`config.mk`:
```
export PLATFORM = sky130hd
export DESIGN_NAME = wishbone_slave
export DESIGN_NICKNAME = d
export VERILOG_FILES = /design/src/rtl/wishbone_slave.sv
export SDC_FILE = /design/constraint.sdc
export NUM_CORES = 1
export LEC_CHECK = 0
export ABC_AREA = 1
export CORE_UTILIZATION = 30
export DETAILED_ROUTE_END_ITERATION = 10
export PLACE_DENSITY_LB_ADDON = 0.25
export SETUP_SLACK_MARGIN = 0.15
export SYNTH_ARGS = -nofsm -noshare
export SYNTH_HDL_FRONTEND = slang
export SYNTH_SLANG_ARGS = --single-unit
```
`constraint.sdc`:
```
create_clock -name clk_i -period 2.07 [get_ports clk_i]
set_clock_uncertainty 0.2 [all_clocks]
set_input_delay 0.207 -clock clk_i [delete_from_list [all_inputs] [get_ports clk_i]]
set_output_delay 0.207 -clock clk_i [all_outputs]
set_load 0.02 [all_outputs]
```
`src/rtl/wishbone_slave.sv`:
```
// Wishbone responder: single READ/WRITE cycles to a local valid/valid port.
// Ports: wb_* Wishbone slave side; addr_o/data_o/we_o/valid_o/data_i/valid_i local side.
// Optional access timeout when WB_SLAVE_TIMEOUT_EN is defined.
module wishbone_slave #(
  parameter int unsigned TAGSIZE   = 2,
  parameter logic [31:0] BASE_ADDR = 32'h0000_0000,
  parameter logic [31:0] SIZE      = 32'h0000_1000,
  parameter int unsigned TIMEOUT   = 16
) (
  input  logic               clk_i,
  input  logic               rst_i,
  input  logic [31:0]        wb_dat_i,
  input  logic [TAGSIZE-1:0] wb_tgd_i,
  input  logic [31:0]        wb_adr_i,
  input  logic [TAGSIZE-1:0] wb_tga_i,
  input  logic [TAGSIZE-1:0] wb_tgc_i,
  input  logic               wb_cyc_i,
  input  logic               wb_stb_i,
  input  logic               wb_we_i,
  input  logic [3:0]         wb_sel_i,
  input  logic               wb_lock_i,
  output logic [31:0]        wb_dat_o,
  output logic [TAGSIZE-1:0] wb_tgd_o,
  output logic               wb_ack_o,
  output logic               wb_err_o,
  output logic               wb_rty_o,
  output logic [31:0]        addr_o,
  output logic [31:0]        data_o,
  output logic [3:0]         we_o,
  output logic               valid_o,
  input  logic [31:0]        data_i,
  input  logic               valid_i
);

  typedef enum logic [1:0] {
    S_IDLE,
    S_ACCESS,
    S_RESP,
    S_ERR
  } state_t;

  state_t             state;
  logic [TAGSIZE-1:0] tga_q;

  // 33-bit window bounds so a window ending at 4 GiB does not wrap
  logic [32:0] adr_x;
  logic [32:0] lo_x;
  logic [32:0] hi_x;
  logic        in_win;

  assign adr_x  = {1'b0, wb_adr_i};
  assign lo_x   = {1'b0, BASE_ADDR};
  assign hi_x   = lo_x + {1'b0, SIZE};
  assign in_win = (adr_x >= lo_x) && (adr_x < hi_x);

  assign wb_rty_o = 1'b0;

  logic unused_ok;
  assign unused_ok = ^{wb_tgd_i, wb_tgc_i, wb_lock_i};

`ifdef WB_SLAVE_TIMEOUT_EN
  localparam logic [15:0] TO_LAST = 16'(TIMEOUT - 1);
  logic [15:0] to_cnt;
`else
  localparam int unsigned UNUSED_TIMEOUT = TIMEOUT;
`endif

  always_ff @(posedge clk_i) begin
    if (rst_i) begin
      state    <= S_IDLE;
      tga_q    <= '0;
      wb_dat_o <= '0;
      wb_tgd_o <= '0;
      wb_ack_o <= 1'b0;
      wb_err_o <= 1'b0;
      addr_o   <= '0;
      data_o   <= '0;
      we_o     <= '0;
      valid_o  <= 1'b0;
`ifdef WB_SLAVE_TIMEOUT_EN
      to_cnt   <= '0;
`endif
    end else begin
      unique case (state)
        S_IDLE: begin
          wb_ack_o <= 1'b0;
          wb_err_o <= 1'b0;
          valid_o  <= 1'b0;
          if (wb_cyc_i && wb_stb_i) begin
            if (in_win) begin
              addr_o  <= wb_adr_i - BASE_ADDR;
              data_o  <= wb_dat_i;
              we_o    <= wb_we_i ? wb_sel_i : 4'b0;
              tga_q   <= wb_tga_i;
              valid_o <= 1'b1;
              state   <= S_ACCESS;
`ifdef WB_SLAVE_TIMEOUT_EN
              to_cnt  <= '0;
`endif
            end else begin
              wb_err_o <= 1'b1;
              state    <= S_ERR;
            end
          end
        end
        S_ACCESS: begin
          if (!wb_cyc_i) begin
            valid_o <= 1'b0;
            state   <= S_IDLE;
          end else if (valid_i) begin
            // we_o == 0 covers reads and sel=0 writes alike
            if (we_o == 4'b0) wb_dat_o <= data_i;
            wb_tgd_o <= tga_q;
            wb_ack_o <= 1'b1;
            valid_o  <= 1'b0;
            state    <= S_RESP;
          end
`ifdef WB_SLAVE_TIMEOUT_EN
          else if (to_cnt == TO_LAST) begin
            wb_err_o <= 1'b1;
            valid_o  <= 1'b0;
            state    <= S_ERR;
          end else begin
            to_cnt <= to_cnt + 16'd1;
          end
`endif
        end
        S_RESP: begin
          wb_ack_o <= 1'b0;
          state    <= S_IDLE;
        end
        S_ERR: begin
          wb_err_o <= 1'b0;
          state    <= S_IDLE;
        end
        default: state <= S_IDLE;
      endcase
    end
  end

endmodule

```
==> impl_metrics.csv <==
group,metric,value,unit
run_status,status,"completed",
critical_path,worstPathArrival,1.35,ns
critical_path,slowest_delay,0.64,ns
power_and_ir_drop,p_leak,2.99,nW
die,coreArea,14500,um2
clock_network,clk_path_buf_depth,2,
clock_network,clkSinkCount,109,
timing,min_period,1.76,ns
worst_hold_path,min_path_type,"flop to flop",
layout,final_core_util,49.1,%
global_route,met2_usage,27.7,%
die,die-area,15300,um2
global_route,grt_use_met1,20.1,%
layout,final_cells,981,
critical_path,cp_cell_sequence,"clkdlybuf4s50_1",
layout,diodes,0,
clock_network,htree_levels,3,
timing,worst_slack,0.315,ns
die,rows,44,
global_route,grt.busiest_layer,"met2",
die,start_util,30.7,%
global_route,grt_max_degree,83,
clock_network,cts_tree,"built",
logic_synthesis,synth_nets,716,
timing,fmaxAchievable,570,MHz
clock_network,cts.clk_slew.worst_paths,0.07,ns
logic_synthesis,ys_seq_area_share,49.0,%
global_route,grt_pass1_wl,20200,um
logic_synthesis,ys_warn_count,0,
run,drv_cap,0,
timing,holdWs,0.271,ns
layout,nets,910,
logic_synthesis,synth.largest_area_cell,"dfxtp_1",
critical_path,crit_buf_inv,1,
detailed_routing,firstDrtPassIters,4,
clock_network,cts_made_buffers,9,
clock_network,clk_latency,0.35,ns
logic_synthesis,ys_types,25,
placement,port_buffers,212,
detailed_routing,vias_per_cell,4.61,
critical_path,cp-end-kind,"output pin",
logic_synthesis,synth-seq-cells,109,
power_and_ir_drop,power_density,780,nW/um2
global_route,met3_usage,4.76,%
logic_synthesis,async_flop_share,0,%
timing,final-max-slew-violation-count,0,
detailed_routing,antenna_left,0,
detailed_routing,drt-wirelength-per-cell,13.1,um
die,dieHeight,124,um
timing,setup_violations,0,
logic_synthesis,syn_inst,598,
logic_synthesis,synth.most_common_cell,"nor2_1",
timing,finalHoldViolCount,0,
clock_network,root_buffer,"clkbuf_16",
global_route,antenna_found_initial,0,
global_route,grt_overflow,0,
critical_path,cp_slowest_cell,"clkdlybuf4s50_1",
detailed_routing,num_vias,4526,
critical_path,startpoint_type,"flop",
layout,layout-drive-gt1-share,5.27,%
die,die_w,124,um
layout,syn2layout_area_growth,59.6,%
placement,dp_slack,-0.00417,ns
detailed_routing,drt_wl_total,12900,um
logic_synthesis,synth_area_leaders,"dfxtp_1 (49%), nor2_1 (12%), nand4_1 (7.2%)",
global_route,first_global_vias,4228,
global_route,grt_use_total,16.9,%
detailed_routing,drt_iter0_drc,209,
logic_synthesis,synth_top_area_share,49.0,%
timing,min_period_over_period,84.8,%
power_and_ir_drop,ir_drop,0.433,mV
placement,place_congestion,0.802,
placement,dp_cells,965,
critical_path,required,1.66,ns
logic_synthesis,ys.flop_type,"dfxtp_1",
critical_path,crit_fanout,3,
placement,placed_area,6760,um2
layout,design_area,7110,um2
critical_path,critical_path.top_delay_family,"buffers and inverters",
timing,rsz0062_at_grt,"false",
logic_synthesis,synth_edf_count,0,
logic_synthesis,syn-cell-area,4450,um2
detailed_routing,drc_errors,0,
clock_network,cts_setup_buffers,0,
critical_path,critPathKind,"flop to output pin",
logic_synthesis,synth_commonest_cells,"nor2_1 (148), dfxtp_1 (109), nand2_1 (70)",
placement,post-dp-hpwl,9220,um
logic_synthesis,synth.avg_cell_area,7.44,um2
die,io_pins,219,
[metrics by stage]
stage               total power, W  setup TNS (ns)
floorplan                  0.00300               0
global placement           0.00361               0
detailed placement         0.00363        -0.00717
CTS                        0.00557               0
global route               0.00582               0
finish                     0.00554               0
[sequential cells by signal, summed over array words and instances, names as in the netlist]
register,flops
state,2
tga_q,2
data_o,32
valid_o,1
we_o,4
wb_err_o,1
addr_o,32
wb_tgd_o,2
wb_ack_o,1
wb_dat_o,32
[path summary, 6_finish.rpt]
path               startpoint          end  slack [ns]  cells past startpoint
setup / recovery      we_o[1]      we_o[1]        0.31                      1
hold / removal    wb_tgd_o[0]  wb_tgd_o[0]        0.27                      2
setup reg to reg     state[0]   data_o[25]        0.31                      7
hold reg to reg   wb_tgd_o[0]  wb_tgd_o[0]        0.27                      2
[worst register-to-register path: cells and delay by family, from the launching register on]
kind	cells	cell delay, ns
flops	1	0.36
buf+inv	2	0.35
fa+ha+maj	1	0.24
simple gates	4	0.53
[area by class of cell]
class                           instances  area, um2
Clock buffer                           10        239
Fill cell                            1403       7370
Tap cell                              184        230
Timing Repair Buffer                  228       2320
Sequential cell                       109       2180
Multi-Input combinational cell        382       1810
Inverter                               62        233
Clock inverter                          6       93.8
[report_power, final]
part	leakage [nW]	switching [W]	internal [W]	total (W)
clock network	0.160	0.000806	0.00110	0.00191
logic	1.95	0.000756	0.000607	0.00136
registers	0.880	0.0000669	0.00220	0.00227
total	2.99	0.00163	0.00392	0.00554
[logic make-up (layout without fill, tap and decap cells)]
group / count (synthesis) / after routing / synth area share (%)
AND/OR/NAND/NOR: 332 / 332 / 33.8
flip-flops: 109 / 109 / 49.0
adder cells (fa/ha/maj): 5 / 5 / 1.41
buffers and inverters: 107 / 306 / 10.7
AO/OA/AOI/OAI: 44 / 44 / 5.00
other: 1 / 1 / 0.0842
[routing by layer]
metal / share of wire (%) / vias up
li1: - / 2297
met1: 42 / 2076
met2: 48 / 132
met3: 7.1 / 21
met4: 2.7 / 0
met5: 0 / -
[timing repair]
action,in CTS,in global routing
hold buffers,0,0
endpoints found under the setup margin,0,39
resized for setup,0,2
[cell usage in the layout (no fill, tap or decap), types with 4 or more instances in the layout]
cell type        synthesis  routed
nand2_1                 70      70
clkbuf_16                0       9
o21ai_1                  4       4
and3_1                  20      20
nor3_1                  32      32
inv_1                   60      59
nor2_1                 148     148
o21ai_0                 33      33
nand4_1                 51      51
nand3_1                  5       5
dfxtp_1                109     109
buf_4                    5      10
buf_12                   0       6
a21oi_1                  6       6
clkdlybuf4s50_1          0     212
No activity file was read; power rests on OpenSTA's default activity.
